### config.mk
export PLATFORM = sky130hd
export DESIGN_NAME = sonar_scan_ctrl_flat
export DESIGN_NICKNAME = d
export VERILOG_FILES = /design/src/rtl/sonar_scan_ctrl_pkg.sv /design/src/rtl/sonar_scan_ctrl_if.sv /design/src/rtl/sonar_scan_ctrl_contador_m.sv /design/src/rtl/sonar_scan_ctrl.sv /design/src/flat_wrapper.sv
export SDC_FILE = /design/constraint.sdc
export NUM_CORES = 1
export LEC_CHECK = 0
export BUFFER_PORTS_ARGS = -buffer_cell sky130_fd_sc_hd__clkbuf_2
export CELL_PAD_IN_SITES_DETAIL_PLACEMENT = 0
export CELL_PAD_IN_SITES_GLOBAL_PLACEMENT = 1
export CORE_AREA = 2 2 69 71
export DETAILED_ROUTE_END_ITERATION = 10
export DIE_AREA = 0 0 71 73
export MAX_ROUTING_LAYER = met4
export PLACE_DENSITY = 0.84
export SLEW_MARGIN = 20
export SYNTH_ARGS = -nofsm -noshare
export SYNTH_HDL_FRONTEND = slang
export SYNTH_SLANG_ARGS = --single-unit
### constraint.sdc
create_clock -name clock -period 2.44 [get_ports clock]
set_input_delay 0.488 -clock clock [delete_from_list [all_inputs] [get_ports clock]]
set_output_delay 0.488 -clock clock [all_outputs]
set_load 0.005 [all_outputs]
### src/rtl/sonar_scan_ctrl_pkg.sv
`default_nettype none
// ============================================================================
// Module      : sonar_scan_ctrl_pkg
// Description : State codes and default timing for the sonar sweep sequencer.
// Revision    : 1.0 - initial release
// ============================================================================
package sonar_scan_ctrl_pkg;

    localparam int c_STATE_W            = 4;
    localparam int c_SETTLE_CYCLES_DEF  = 50_000_000;
    localparam int c_TIMEOUT_CYCLES_DEF = 2_500_000;
    localparam int c_N_POS_DEF          = 8;
    localparam int c_POS_W_DEF          = 3;

    // Codes are shared with the debug 7-segment decode, so values are fixed.
    typedef enum logic [c_STATE_W-1:0] {
        ST_INICIAL       = 4'd0,
        ST_PREPARA       = 4'd1,
        ST_AGUARDA       = 4'd2,
        ST_MEDE          = 4'd3,
        ST_ESPERA_MEDIDA = 4'd4,
        ST_TRANSMITE     = 4'd5,
        ST_ESPERA_TX     = 4'd6,
        ST_PROXIMA       = 4'd7
    } state_t;

    function automatic int max_int(input int a, input int b);
        return (a > b) ? a : b;
    endfunction

    function automatic int cnt_width(input int m);
        return (m > 1) ? $clog2(m) : 1;
    endfunction

endpackage
`default_nettype wire

### src/rtl/sonar_scan_ctrl_if.sv
`default_nettype none
// ============================================================================
// Module      : sonar_scan_ctrl_if
// Description : Control/handshake bundle between top level and sweep sequencer.
// Revision    : 1.0 - initial release
// ============================================================================
interface sonar_scan_ctrl_if
    import sonar_scan_ctrl_pkg::*;
#(
    parameter int POS_W = c_POS_W_DEF
);
    logic                 ligar;
    logic                 meas_pronto;
    logic                 tx_pronto;
    logic [POS_W-1:0]     posicao;
    logic                 inicio_medir;
    logic                 inicio_tx;
    logic                 erro_medida;
    logic                 fim_posicao;
    logic [c_STATE_W-1:0] db_estado;

    modport master (
        output ligar, meas_pronto, tx_pronto,
        input  posicao, inicio_medir, inicio_tx, erro_medida, fim_posicao, db_estado
    );

    modport slave (
        input  ligar, meas_pronto, tx_pronto,
        output posicao, inicio_medir, inicio_tx, erro_medida, fim_posicao, db_estado
    );
endinterface
`default_nettype wire

### src/rtl/sonar_scan_ctrl_contador_m.sv
`default_nettype none
// ============================================================================
// Module      : contador_m
// Description : Generic mod-M counter with synchronous clear, enable and fim.
// Revision    : 1.0 - initial release
// ============================================================================
module contador_m #(
    parameter int M = 8,
    parameter int W = 3
) (
    input  wire logic         clock,
    input  wire logic         reset,
    input  wire logic         i_clr,
    input  wire logic         i_en,
    output logic [W-1:0]      o_count,
    output logic              o_fim
);
    localparam logic [W-1:0] c_LAST = W'(M - 1);

    logic [W-1:0] r_count;

    always_ff @(posedge clock or negedge reset) begin
        if (!reset) begin
            r_count <= '0;
        end else if (i_clr) begin
            r_count <= '0;
        end else if (i_en) begin
            r_count <= (r_count == c_LAST) ? '0 : r_count + W'(1);
        end
    end

    assign o_count = r_count;
    assign o_fim   = (r_count == c_LAST);
endmodule
`default_nettype wire

### src/rtl/sonar_scan_ctrl.sv
`default_nettype none
// ============================================================================
// Module      : sonar_scan_ctrl
// Description : Ping-pong servo sweep sequencer: settle, measure (with timeout),
//               report, advance.
// Revision    : 1.0 - initial release
// ============================================================================
module sonar_scan_ctrl
    import sonar_scan_ctrl_pkg::*;
#(
    parameter int SETTLE_CYCLES  = c_SETTLE_CYCLES_DEF,
    parameter int TIMEOUT_CYCLES = c_TIMEOUT_CYCLES_DEF,
    parameter int N_POS          = c_N_POS_DEF,
    parameter int POS_W          = c_POS_W_DEF
) (
    input  wire logic         clock,
    input  wire logic         reset,
    sonar_scan_ctrl_if.slave  bus
);
    localparam int c_TIMER_M = max_int(SETTLE_CYCLES, TIMEOUT_CYCLES);
    localparam int c_TIMER_W = cnt_width(c_TIMER_M);

    localparam logic [c_TIMER_W-1:0] c_SETTLE_LAST  = c_TIMER_W'(SETTLE_CYCLES - 1);
    localparam logic [c_TIMER_W-1:0] c_TIMEOUT_LAST = c_TIMER_W'(TIMEOUT_CYCLES - 1);
    localparam logic [POS_W-1:0]     c_POS_BEFORE_TOP = POS_W'(N_POS - 2);
    localparam logic [POS_W-1:0]     c_POS_ONE        = POS_W'(1);

    state_t                r_state;
    logic [POS_W-1:0]      r_posicao;
    logic                  r_dir_up;
    logic                  r_inicio_medir;
    logic                  r_inicio_tx;
    logic                  r_erro_medida;
    logic                  r_fim_posicao;

    logic [c_TIMER_W-1:0]  w_count;
    logic                  w_timer_fim;
    logic                  w_timer_clr;
    logic                  w_timer_en;
    logic                  w_settle_done;
    logic                  w_timeout;

    contador_m #(
        .M (c_TIMER_M),
        .W (c_TIMER_W)
    ) u_timer (
        .clock   (clock),
        .reset   (reset),
        .i_clr   (w_timer_clr),
        .i_en    (w_timer_en),
        .o_count (w_count),
        .o_fim   (w_timer_fim)
    );

    // The longer of the two limits coincides with the counter's own terminal count.
    assign w_settle_done = (SETTLE_CYCLES  == c_TIMER_M) ? w_timer_fim : (w_count == c_SETTLE_LAST);
    assign w_timeout     = (TIMEOUT_CYCLES == c_TIMER_M) ? w_timer_fim : (w_count == c_TIMEOUT_LAST);

    // Timer is zero on entry to AGUARDA and MEDE; the timeout window opens in
    // the inicio_medir cycle itself, so MEDE counts as its first cycle.
    always_comb begin
        w_timer_clr = 1'b0;
        w_timer_en  = 1'b0;
        case (r_state)
            ST_AGUARDA: begin
                w_timer_en  = 1'b1;
                w_timer_clr = w_settle_done;
            end
            ST_MEDE, ST_ESPERA_MEDIDA: begin
                w_timer_en  = 1'b1;
            end
            default: begin
                w_timer_clr = 1'b1;
            end
        endcase
    end

    always_ff @(posedge clock or negedge reset) begin
        if (!reset) begin
            r_state        <= ST_INICIAL;
            r_posicao      <= '0;
            r_dir_up       <= 1'b1;
            r_inicio_medir <= 1'b0;
            r_inicio_tx    <= 1'b0;
            r_erro_medida  <= 1'b0;
            r_fim_posicao  <= 1'b0;
        end else begin
            r_inicio_medir <= 1'b0;
            r_inicio_tx    <= 1'b0;
            r_fim_posicao  <= 1'b0;
            case (r_state)
                ST_INICIAL: begin
                    if (bus.ligar) r_state <= ST_PREPARA;
                end
                ST_PREPARA: begin
                    r_posicao <= '0;
                    r_dir_up  <= 1'b1;
                    r_state   <= bus.ligar ? ST_AGUARDA : ST_INICIAL;
                end
                ST_AGUARDA: begin
                    if (!bus.ligar) begin
                        r_state <= ST_INICIAL;
                    end else if (w_settle_done) begin
                        r_state        <= ST_MEDE;
                        r_inicio_medir <= 1'b1;
                        r_erro_medida  <= 1'b0;
                    end
                end
                ST_MEDE: begin
                    r_state <= bus.ligar ? ST_ESPERA_MEDIDA : ST_INICIAL;
                end
                ST_ESPERA_MEDIDA: begin
                    if (!bus.ligar) begin
                        r_state <= ST_INICIAL;
                    end else if (bus.meas_pronto) begin
                        r_state     <= ST_TRANSMITE;
                        r_inicio_tx <= 1'b1;
                    end else if (w_timeout) begin
                        r_state       <= ST_TRANSMITE;
                        r_inicio_tx   <= 1'b1;
                        r_erro_medida <= 1'b1;
                    end
                end
                ST_TRANSMITE: begin
                    r_state <= bus.ligar ? ST_ESPERA_TX : ST_INICIAL;
                end
                ST_ESPERA_TX: begin
                    // A started frame always completes; ligar only decides where we go after.
                    if (bus.tx_pronto) begin
                        if (bus.ligar) begin
                            r_state       <= ST_PROXIMA;
                            r_fim_posicao <= 1'b1;
                            if (r_dir_up) begin
                                r_posicao <= r_posicao + c_POS_ONE;
                                if (r_posicao == c_POS_BEFORE_TOP) r_dir_up <= 1'b0;
                            end else begin
                                r_posicao <= r_posicao - c_POS_ONE;
                                if (r_posicao == c_POS_ONE) r_dir_up <= 1'b1;
                            end
                        end else begin
                            r_state <= ST_INICIAL;
                        end
                    end
                end
                ST_PROXIMA: begin
                    r_state <= bus.ligar ? ST_AGUARDA : ST_INICIAL;
                end
                default: begin
                    r_state <= ST_INICIAL;
                end
            endcase
        end
    end

    assign bus.posicao      = r_posicao;
    assign bus.inicio_medir = r_inicio_medir;
    assign bus.inicio_tx    = r_inicio_tx;
    assign bus.erro_medida  = r_erro_medida;
    assign bus.fim_posicao  = r_fim_posicao;
    assign bus.db_estado    = r_state;
endmodule
`default_nettype wire
### src/flat_wrapper.sv
// flat-port wrapper written by rule: the top's interface ports become plain ports
module sonar_scan_ctrl_flat import sonar_scan_ctrl_pkg::*;
#(
    parameter int SETTLE_CYCLES  = c_SETTLE_CYCLES_DEF,
    parameter int TIMEOUT_CYCLES = c_TIMEOUT_CYCLES_DEF,
    parameter int N_POS          = c_N_POS_DEF,
    parameter int POS_W          = c_POS_W_DEF
)
  (clock, reset, bus_ligar, bus_meas_pronto, bus_tx_pronto, bus_posicao, bus_inicio_medir, bus_inicio_tx, bus_erro_medida, bus_fim_posicao, bus_db_estado);
  sonar_scan_ctrl_if #(.POS_W(POS_W)) bus_i ();
  input  wire logic clock;
  input  wire logic reset;
  input wire logic [$bits(bus_i.ligar)-1:0] bus_ligar;
  input wire logic [$bits(bus_i.meas_pronto)-1:0] bus_meas_pronto;
  input wire logic [$bits(bus_i.tx_pronto)-1:0] bus_tx_pronto;
  output wire logic [$bits(bus_i.posicao)-1:0] bus_posicao;
  output wire logic [$bits(bus_i.inicio_medir)-1:0] bus_inicio_medir;
  output wire logic [$bits(bus_i.inicio_tx)-1:0] bus_inicio_tx;
  output wire logic [$bits(bus_i.erro_medida)-1:0] bus_erro_medida;
  output wire logic [$bits(bus_i.fim_posicao)-1:0] bus_fim_posicao;
  output wire logic [$bits(bus_i.db_estado)-1:0] bus_db_estado;
  assign bus_i.ligar = bus_ligar;
  assign bus_i.meas_pronto = bus_meas_pronto;
  assign bus_i.tx_pronto = bus_tx_pronto;
  assign bus_posicao = bus_i.posicao;
  assign bus_inicio_medir = bus_i.inicio_medir;
  assign bus_inicio_tx = bus_i.inicio_tx;
  assign bus_erro_medida = bus_i.erro_medida;
  assign bus_fim_posicao = bus_i.fim_posicao;
  assign bus_db_estado = bus_i.db_estado;
  sonar_scan_ctrl #(.SETTLE_CYCLES(SETTLE_CYCLES), .TIMEOUT_CYCLES(TIMEOUT_CYCLES), .N_POS(N_POS), .POS_W(POS_W)) u_core (.clock(clock), .reset(reset), .bus(bus_i));
endmodule
==> reports/qor.yml, run 1 <==
status: "finished, final reports clean"
die_x_um: 71
dieHeight_um: 73
cap_viol_max_count: 0
rsz0062_at_grt: "no"
drtPass1Iterations: 4
grt_use_total_pct: 17.35
yosysSeqAreaShare_pct: 46.31
htree_levels: 2
drv_slew: 0
fin_hold_ws_ns: 0.2375
finClkSkew_ns: 0.008669
setup_ws_ns: 0.2571
p_total_w: 0.001666
crit_arrival_ns: 2.36
synth_area_sq_um: 2002
area_delta_synth_final_pct: 13.56
synth_top_area_share_pct: 45.00
drtIter0Drc: 62
fin_crit_ns: 2.183
avgSynthCellArea_sq_um: 9.533
clockRootBuffer: "clkbuf_8"
hpwl_um: 2766
fmax_mhz: 458.1
start_kind: "register"
clkSlewWorstSetupHoldPaths_ns: 0.07
drc_errors: 0
grt_pass1_wl_um: 6865
clockBufferDepth: 2
p_leak_nw: 1.006
peakVddDrop_v: 0.0002332
syn_nets: 220
criticalPathCategory: "register to register"
synthArstFlopShare_pct: 100.0
fin_setup_tns_ns: 0
numCtsBuffers: 5
hp-class: "input port to asynchronous set/reset pin"
cts_tree: "built"
viasPerCell: 5.430
worstPathMaxFanout: 4
fin_nets: 239
die-area_sq_um: 5183
clkSinkCount: 37
drt_wl_total_um: 3921
wire_per_inst_um: 13.81
grt_antenna_before_repair: 0
grt_pass1_vias: 1502
setup_violations: 0
reg2reg_from: "u_core.u_timer.o_count[0]$_DFFE_PN0P_"
grt_max_degree: 38
startpoint: "u_core.u_timer.o_count[0]$_DFFE_PN0P_"
synthTopCellsByArea: "dfrtp_1 45%, xor2_1 7.4%, nor2_1 6.8%, xnor2_1 3.9%, nand4_1 3.8%"
yosys_warnings: 0
preCtsSetupSlack_ns: 0.2650
synth_edf_count: 0
hold_viol_final: 0
cts.repair.resized: 0
portBuffers: 14
insertion_delay_ns: 0.29
vias: 1542
start_util_pct: 44.14
final_cell_mix: "36 x nor2_1, 36 x dfrtp_1, 17 x nand2_1, 17 x xor2_1, 14 x clkbuf_2"
ant_nets: 0
critPathCaptureType: "register"
cts_setup_buffers: 0
ys_types: 43
fin_crit_sh_pct: 89.46
synthCells: 210
n_antenna_cell: 0
ys_seq_elements: 37
place_congestion: 0.8409
ctsHoldBuffers: 0
overflow: 0
p_per_area_nw_per_um2: 732.7
io_pins: 16
synth_flop_cell: "dfrtp_1"
core_area_sq_um: 4536
layout-drive-gt1-share_pct: 15.22
synth_largest_area_cell: "dfrtp_1"
crit_required_ns: 2.62
rows: 25
## cells in the mapped netlist (3+ instances only)
cell      number
xor2_1        17
nor4_1         3
nand4_1       12
o21ai_0        3
nor3_1         7
nand2_1       17
xnor2_1        9
nand3_1       11
ha_1           5
and2_1         3
a21oi_1        4
and3_1         6
clkbuf_1       4
dfrtp_1       36
nor2_1        36
inv_1          6
## kinds of logic after synthesis
family,count (synthesis),share of synthesized area (%)
muxes,2,1.062
other,1,0.1873
AOI/OAI and AO/OA,16,6.125
DFF,37,46.31
adders and majority gates,5,3.125
xor gates and xnor gates,26,11.38
and+or+nand+nor,110,29.06
buffers and inverters,13,2.750
## critical path, stage by stage (launching register included)
cell	delay [ns]
dfrtp_1	0.39
ha_1	0.23
and4_1	0.27
nand3_1	0.11
or4_4	0.56
a211o_1	0.32
a2111oi_2	0.20
## final timing paths
path	to	slack [ns]	depth (start not counted)
max	u_core.bus.db_estado[2]$_DFFE_PN0P_	0.26	6
min	u_core.u_timer.o_count[3]$_DFFE_PN0P_	0.24	2
max reg2reg	u_core.bus.db_estado[2]$_DFFE_PN0P_	0.26	6
min reg2reg	u_core.u_timer.o_count[0]$_DFFE_PN0P_	0.49	1
max in group asynchronous	u_core.r_dir_up$_DFFE_PN1P_	1.86	2
min in group clock	u_core.u_timer.o_count[0]$_DFFE_PN0P_	0.49	1
## through the flow
stage	area [sq um]	util, %	cells
3_3_place_gp	2157	47.56	276
6_report	2273	50.12	284
2_1_floorplan	2002	-	210
5_1_grt	2273	50.12	284
3_5_place_dp	2157	47.56	276
4_1_cts	2273	50.12	284
## layer usage
metal	GRT usage, %	vias up	routed length (um)
li1	-	773	-
met1	21.44	733	1879
met2	28.14	29	1840
met3	3.453	7	134
met4	6.918	0	67
met5	-	-	0
## layout make-up
class,count,area (sq um)
flip-flops and latches,37,927.1
clock buffers,7,86.33
fillers,440,2262
repair buffers,19,120.1
multi-input cells,160,1020
inverters,6,22.52
clock inverters,1,30.03
well taps,54,67.56
## where the power goes
group / leakage, nW / internal [W] / switching [W]
clock network: 0.0585 / 0.000333 / 0.000210
logic: 0.439 / 0.000164 / 0.000229
registers: 0.508 / 0.000653 / 0.0000771
total: 1.01 / 0.00115 / 0.000516
## sequential cells by signal, summed over array words and instances, names as in the netlist
| signal | flops |
|---|---|
| u_core.bus.inicio_tx | 1 |
| u_core.bus.inicio_medir | 1 |
| u_core.bus.erro_medida | 1 |
| u_core.r_dir_up | 1 |
| u_core.u_timer.o_count | 26 |
| u_core.bus.db_estado | 3 |
| u_core.bus.fim_posicao | 1 |
| u_core.bus.posicao | 3 |
Power figures use the tool's default switching activity.
==> run 2: changes to the inputs <==
--- a/config.mk
+++ b/config.mk
@@ -13,6 +13,7 @@
 export DIE_AREA = 0 0 71 73
 export MAX_ROUTING_LAYER = met4
 export PLACE_DENSITY = 0.84
+export RECOVER_POWER = 50
 export SLEW_MARGIN = 20
 export SYNTH_ARGS = -nofsm -noshare
 export SYNTH_HDL_FRONTEND = slang
==> run 2 against run 1 <==
  * Register-to-register slack barely moved
  * First-iteration DRC count did not move
  * Hold slack improved by 0.16 ns
  * Core utilization fell by 0.083 points
  * Largest power group unchanged
==> reports/qor.yml, run 2 (synthesis gave the netlist of run 1 again) <==
status: "finished, final reports clean"  # unchanged
largest_reg_flops: 26  # unchanged
clkSlewWorstSetupHoldPaths_ns: 0.07  # about the same
postPlaceCellArea_sq_um: 2157  # unchanged
p_per_area_nw_per_um2: 733.6  # was 732.7 nW/um^2
viasPerCell: 5.430  # unchanged
crit_arrival_ns: 2.36  # about the same
wire_per_inst_um: 13.82  # was 13.81 um
fmax_mhz: 458.1  # unchanged
dieHeight_um: 73  # unchanged
hold_viol_final: 0  # unchanged
grt_max_degree: 38  # unchanged
path_cells: "ha_1 -> and4_1 -> nand3_1 -> or4_4 -> a211o_1 -> a2111oi_2"  # unchanged
hp-class: "input port to asynchronous set/reset pin"  # unchanged
clockRootBuffer: "clkbuf_8"  # unchanged
global_route.peak_usage_layer: "met2"  # unchanged
grt_antenna_before_repair: 0  # unchanged
clockBufferDepth: 2  # unchanged
criticalPathCategory: "register to register"  # unchanged
power_frac_comb_pct: 23.5  # was 23.6%
p_leak_nw: 1.002  # was 1.006 nW
p_seq_share_pct: 43.9  # was 43.8%
core_area_sq_um: 4536  # unchanged
htree_levels: 2  # unchanged
drt_wl_total_um: 3924  # was 3921 um
p_switching_w: 0.0005159  # about the same
rsz0062_at_grt: "no"  # unchanged
finish.instance_area_sq_um: 2270  # was 2273 sq um
use_met1_pct: 21.44  # unchanged
startpoint: "u_core.u_timer.o_count[0]$_DFFE_PN0P_"  # unchanged
grt_use_total_pct: 17.35  # unchanged
grtUsageMet2_pct: 28.14  # unchanged
cp_slowest_cell: "or4_4"  # unchanged
finClkSkew_ns: 0.008669  # unchanged
n_antenna_cell: 0  # unchanged
hpwl_um: 2766  # unchanged
portBuffers: 14  # unchanged
fin_crit_sh_pct: 89.46  # unchanged
drv_slew: 0  # unchanged
drc_errors: 0  # unchanged
final_cell_mix: "36 x nor2_1, 36 x dfrtp_1, 17 x nand2_1, 17 x xor2_1, 14 x clkbuf_2"  # unchanged
vias: 1542  # unchanged
grt_pass1_wl_um: 6865  # unchanged
r2r-end: "u_core.bus.db_estado[2]$_DFFE_PN0P_"  # unchanged
ctsHoldBuffers: 0  # unchanged
layout-drive-gt1-share_pct: 14.78  # was 15.22%
cap_viol_max_count: 0  # unchanged
max_slew.worst_pin.slew_ns: 0.8942
numCtsBuffers: 5  # unchanged
r2r_cells: 6  # unchanged
switching_share_pct: 30.99  # was 30.97%
die-area_sq_um: 5183  # unchanged
area_delta_synth_final_pct: 13.38  # was 13.56%
die_x_um: 71  # unchanged
critPathCaptureType: "register"  # unchanged
fill_cells: 441  # was 440
cts_tree: "built"  # unchanged
setup_violations: 0  # unchanged
drtPass1Iterations: 4  # unchanged
reg2reg_from: "u_core.u_timer.o_count[0]$_DFFE_PN0P_"  # unchanged
io_pins: 16  # unchanged
start_kind: "register"  # unchanged
drtIter0Drc: 62  # unchanged
insertion_delay_ns: 0.29  # about the same
endpoint: "u_core.bus.db_estado[2]$_DFFE_PN0P_"  # unchanged
max_stage_delay_ns: 0.56  # about the same
fin_setup_tns_ns: 0  # unchanged
overflow: 0  # unchanged
crit_required_ns: 2.62  # about the same
internal_power_w: 0.001149  # was 0.001150 W
fin_nets: 239  # unchanged
start_util_pct: 44.14  # unchanged
cts_setup_buffers: 0  # unchanged
place_congestion: 0.8409  # unchanged
grtUsageMet3_pct: 3.453  # unchanged
ant_nets: 0  # unchanged
rows: 25  # unchanged
p_clk_share_pct: 32.6  # about the same
cts.repair.resized: 0  # unchanged
fin_crit_ns: 2.183  # unchanged
worstPathMaxFanout: 4  # unchanged
grt_pass1_vias: 1502  # unchanged
r2r_slack_ns: 0.26  # about the same
peakVddDrop_v: 0.0002332  # about the same
clkSinkCount: 37  # unchanged
relSlewSlack_pct: 40.39
==> run 2: worst min path at each step <==
stage / cells after the start / end / slack (ns) / startpoint
final: 2 / u_core.u_timer.o_count[3]$_DFFE_PN0P_ / 0.40 / reset
after global routing: 2 / u_core.u_timer.o_count[3]$_DFFE_PN0P_ / 0.50 / reset
after CTS: 2 / u_core.u_timer.o_count[5]$_DFFE_PN0P_ / 0.25 / reset
after detailed placement: 1 / u_core.u_timer.o_count[0]$_DFFE_PN0P_ / 0.48 / u_core.u_timer.o_count[0]$_DFFE_PN0P_
after global placement: 1 / u_core.u_timer.o_count[0]$_DFFE_PN0P_ / 0.47 / u_core.u_timer.o_count[0]$_DFFE_PN0P_
after floorplan: 0 / u_core.bus.db_estado[0]$_DFFE_PN0P_ / 0.19 / reset
==> run 2: worst max-delay path, delay by kind of cell, from the launching register on <==
kind	cells	cell delay, ns
and+or+nand+nor	3	0.94
AOI/OAI and AO/OA	2	0.52
DFF	1	0.39
adders and majority gates	1	0.23
==> run 2: per-layer routing <==
metal,up-vias,part of all wire [%],wire (um)
li1,773,-,-
met1,733,48,1879
met2,29,47,1841
met3,7,3.4,135
met4,0,1.7,67
met5,-,0,0
==> run 2: area by class of cell <==
cell class              count  area, sq um  area share, %
clock inverters             1        30.03          1.323
repair buffers             19        116.4          5.127
inverters                   6        22.52         0.9923
clock buffers               7        86.33          3.804
well taps                  54        67.56          2.977
multi-input cells         160         1020          44.93
flip-flops and latches     37        927.1          40.85
==> run 2: power groups by stage <==
stage          sequential [W]  clock (W)  combinational (W)
5_1_grt              0.000738   0.000583           0.000446
2_1_floorplan        0.000695          0           0.000306
3_5_place_dp         0.000741          0           0.000397
3_3_place_gp         0.000739          0           0.000399
4_1_cts              0.000730   0.000558           0.000398
6_report             0.000730   0.000543           0.000392
==> run 2: per-stage QoR <==
step	setup WS (ns)	util, %	hold WS [ns]	power, W	std cells
floorplan	0.3994	-	0.1924	0.001001	210
global placement	0.3210	47.56	0.4659	0.001138	276
detailed placement	0.2650	47.56	0.4793	0.001138	276
CTS	0.2459	50.12	0.2528	0.001685	284
global route	0.1328	50.04	0.4998	0.001767	284
finish	0.2571	50.04	0.4018	0.001665	284
==> run 3: changes to the inputs <==
--- a/config.mk
+++ b/config.mk
@@ -5,14 +5,15 @@
 export SDC_FILE = /design/constraint.sdc
 export NUM_CORES = 1
 export LEC_CHECK = 0
+export ABC_AREA = 1
 export BUFFER_PORTS_ARGS = -buffer_cell sky130_fd_sc_hd__clkbuf_2
 export CELL_PAD_IN_SITES_DETAIL_PLACEMENT = 0
 export CELL_PAD_IN_SITES_GLOBAL_PLACEMENT = 1
-export CORE_AREA = 2 2 69 71
+export CORE_AREA = 2 2 76 78
 export DETAILED_ROUTE_END_ITERATION = 10
-export DIE_AREA = 0 0 71 73
+export DIE_AREA = 0 0 78 80
 export MAX_ROUTING_LAYER = met4
-export PLACE_DENSITY = 0.84
+export PLACE_DENSITY = 0.83
 export RECOVER_POWER = 50
 export SLEW_MARGIN = 20
 export SYNTH_ARGS = -nofsm -noshare
==> run 3 against run 2 <==
  * Flip-flop and latch count unchanged
  * Combinational power increased by 5%
  * Synthesized cell count increased by 53%
  * Sequential power decreased by 4.9%
  * Maximum frequency increased by 22%
  * Design area increased by 12%
  * Hold slack improved by 0.018 ns
  * Core utilization decreased by 3.1 points
  * Cell count increased by 46%
  * Setup slack improved by 0.39 ns
  * Critical endpoint is now u_core.u_timer.o_count[20]$_DFFE_PN0P_
  * Area after synthesis increased by 15%
  * Register-to-register slack improved by 0.39 ns
==> reports/qor.yml, run 3 <==
viasPerCell: 4.851  # was 5.430
fmax_mhz: 559.0  # was 458.1 MHz
dieHeight_um: 80  # was 73 um
fin_crit_ns: 1.789  # was 2.183 ns
grt_use_total_pct: 20.35  # was 17.35%
grt_max_degree: 38  # unchanged
cts_setup_buffers: 0  # unchanged
path_cells: "ha_1 -> nand2_1 -> nor2_2 -> nand2_1 -> inv_1 -> nand2_1 -> inv_1 -> nand2_1 -> o21bai_1 -> nand2_1 -> nor2_1"  # was ha_1 -> and4_1 -> nand3_1 -> or4_4 -> a211o_1 -> a2111oi_2
ctsHoldBuffers: 0  # unchanged
avgSynthCellArea_sq_um: 7.161  # was 9.533 sq um
area_delta_synth_final_pct: 10.04  # was 13.38%
postPlaceCellArea_sq_um: 2450  # was 2157 sq um
final_cell_mix: "70 x nor2_1, 68 x nand2_1, 43 x inv_1"  # was 36 x nor2_1, 36 x dfrtp_1, 17 x nand2_1, 17 x xor2_1, 14 x clkbuf_2
cts_tree: "built"  # unchanged
setup_ws_ns: 0.6510  # was 0.2571 ns
cap_viol_max_count: 0  # unchanged
internal_power_w: 0.0009915  # was 0.001149 W
p_clk_share_pct: 27.3  # was 32.6%
drc_errors: 0  # unchanged
fill_cells: 583  # was 441
drv_slew: 0  # unchanged
synth_flop_cell: "dfrtp_1"  # unchanged
crit_required_ns: 2.66  # was 2.62 ns
fin_hold_ws_ns: 0.4200  # was 0.4018 ns
p_per_area_nw_per_um2: 598.5  # was 733.6 nW/um^2
synth_most_common_cell: "nor2_1"
fin_setup_tns_ns: 0  # unchanged
syn_nets: 332  # was 220
overflow: 0  # unchanged
rsz0062_at_grt: "no"  # unchanged
ys_seq_elements: 37  # unchanged
r2r_cells: 11  # was 6
ys_types: 28  # was 43
htree_levels: 2  # unchanged
wire_per_inst_um: 12.85  # was 13.82 um
yosysSeqAreaShare_pct: 40.21  # was 46.31%
place_congestion: 0.9104  # was 0.8409
synth_largest_area_cell: "dfrtp_1"  # unchanged
portBuffers: 14  # unchanged
max_stage_delay_ns: 0.40  # was 0.56 ns
cts.repair.resized: 0  # unchanged
drtIter0Drc: 79  # was 62
regArea_sq_um: 927.1  # unchanged
p_switching_w: 0.0005270  # was 0.0005159 W
largest_reg_flops: 26  # unchanged
peakVddDrop_v: 0.0003508  # was 0.0002332 V
relSlewSlack_pct: 36.56  # was 40.39%
clkSinkCount: 37  # unchanged
hp-class: "input port to asynchronous set/reset pin"  # unchanged
layout-drive-gt1-share_pct: 10.76  # was 14.78%
hold_viol_final: 0  # unchanged
synth_top_area_share_pct: 39.07  # was 45.00%
fin_nets: 353  # was 239
setup_violations: 0  # unchanged
drtPass1Iterations: 4  # unchanged
synth_area_sq_um: 2306  # was 2002 sq um
finClkSkew_ns: 0.007331  # was 0.008669 ns
die-area_sq_um: 6240  # was 5183 sq um
power_frac_comb_pct: 27.1  # was 23.5%
numCtsBuffers: 5  # unchanged
grt_pass1_vias: 2013  # was 1502
multi_input_area_sq_um: 1175  # was 1020 sq um
p_seq_share_pct: 45.7  # was 43.9%
n_antenna_cell: 0  # unchanged
synthCells: 322  # was 210
io_pins: 16  # unchanged
switching_share_pct: 34.71  # was 30.99%
cp_common_cell: "nand2_1"
rows: 27  # was 25
preCtsSetupSlack_ns: 0.3035  # was 0.2650 ns
cp_slowest_cell: "dfrtp_1"  # was or4_4
clockBufferDepth: 2  # unchanged
synthTopCellsByCount: "70 x nor2_1, 68 x nand2_1, 43 x inv_1, 36 x dfrtp_1, 18 x nand3_1"  # was 36 x dfrtp_1, 36 x nor2_1, 17 x nand2_1, 17 x xor2_1, 12 x nand4_1
criticalPathCategory: "register to register"  # unchanged
p_leak_nw: 1.115  # was 1.002 nW
critPathCaptureType: "register"  # unchanged
clkSlewWorstSetupHoldPaths_ns: 0.07  # about the same
insertion_delay_ns: 0.29  # about the same
p_total_w: 0.001519  # was 0.001665 W
ant_nets: 0  # unchanged
vias: 2018  # was 1542
worstPathMaxFanout: 4  # unchanged
core_area_sq_um: 5405  # was 4536 sq um
synth_edf_count: 0  # unchanged
finish.instance_area_sq_um: 2537  # was 2270 sq um
grt_pass1_wl_um: 9570  # was 6865 um
start_util_pct: 42.66  # was 44.14%
synthTopCellsByArea: "dfrtp_1 39%, nor2_1 11%, nand2_1 11%, inv_1 7.0%, xor2_1 4.6%"  # was dfrtp_1 45%, xor2_1 7.4%, nor2_1 6.8%, xnor2_1 3.9%, nand4_1 3.8%
max_slew.worst_pin.slew_ns: 0.9516  # was 0.8942 ns
final_common_cell: "nor2_1"
start_kind: "register"  # unchanged
synthArstFlopShare_pct: 100.0  # unchanged
hpwl_um: 4041  # was 2766 um
die_x_um: 78  # was 71 um
grt_antenna_before_repair: 0  # unchanged
clockRootBuffer: "clkbuf_8"  # unchanged
status: "finished, final reports clean"  # unchanged
drt_wl_total_um: 5344  # was 3924 um
fin_crit_sh_pct: 73.32  # was 89.46%
crit_arrival_ns: 2.01  # was 2.36 ns
yosys_warnings: 0  # unchanged
==> run 3: layout make-up <==
class                           instances  area share [%]
Clock buffer                            8           3.156
Inverter                               44           6.509
Multi-Input combinational cell        237           46.30
Sequential cell                        37           36.54
Tap cell                               72           3.550
Timing Repair Buffer                   18           3.945
==> run 3: path summary, 6_finish.rpt <==
check,slack [ns],from,endpoint
max,0.65,u_core.u_timer.o_count[0]$_DFFE_PN0P_,u_core.u_timer.o_count[20]$_DFFE_PN0P_
min,0.42,reset,u_core.u_timer.o_count[17]$_DFFE_PN0P_
max reg2reg,0.65,u_core.u_timer.o_count[0]$_DFFE_PN0P_,u_core.u_timer.o_count[20]$_DFFE_PN0P_
min reg2reg,0.48,u_core.u_timer.o_count[0]$_DFFE_PN0P_,u_core.u_timer.o_count[0]$_DFFE_PN0P_
max in group asynchronous,1.43,reset,u_core.bus.db_estado[1]$_DFFE_PN0P_
min in group clock,0.42,bus_meas_pronto,u_core.bus.inicio_tx$_DFF_PN0_
==> run 3: logic make-up (layout without fill, tap and decap cells) <==
family | after synthesis | in the layout | share of synthesized area (%)
AO/OA/AOI/OAI | 24 | 24 | 6.185
other | 1 | 1 | 0.1626
XOR/XNOR | 15 | 15 | 5.697
AND/OR/NAND/NOR | 191 | 191 | 35.76
adder cells (fa/ha/maj) | 5 | 5 | 2.713
multiplexers | 1 | 1 | 0.4341
buffers and inverters | 48 | 70 | 8.844
flip-flops | 37 | 37 | 40.21
==> run 3: power groups by stage <==
stage	sequential [W]	combinational, W	clock (W)
6_report	0.000694	0.000411	0.000414
5_1_grt	0.000701	0.000465	0.000453
4_1_cts	0.000693	0.000381	0.000426
3_5_place_dp	0.000704	0.000378	0
3_3_place_gp	0.000700	0.000376	0
2_1_floorplan	0.000690	0.000324	0
==> run 3: layer usage <==
metal  share of wire (%)  global-route usage, %  routed length (um)  vias up
met3                 3.0                  4.072                 160        9
met2                  46                  33.28                2450       29
met4                 1.8                  6.842                  95        0
li1                    -                      -                   -     1043
met5                   0                      -                   0        -
met1                  49                  25.39                2638      937
==> run 3: through the flow <==
stage	utilization, %	instances
2_1_floorplan	-	322
3_3_place_gp	45.32	407
3_5_place_dp	45.32	407
4_1_cts	46.81	415
5_1_grt	46.94	416
6_report	46.94	416
==> run 3: worst max-delay path, delay by kind of cell (launching register included) <==
family                     cells  cell delay [ns]
and+or+nand+nor                7             0.78
DFF                            1             0.40
adders and majority gates      1             0.20
buffers and inverters          2             0.20
AOI/OAI and AO/OA              1             0.14
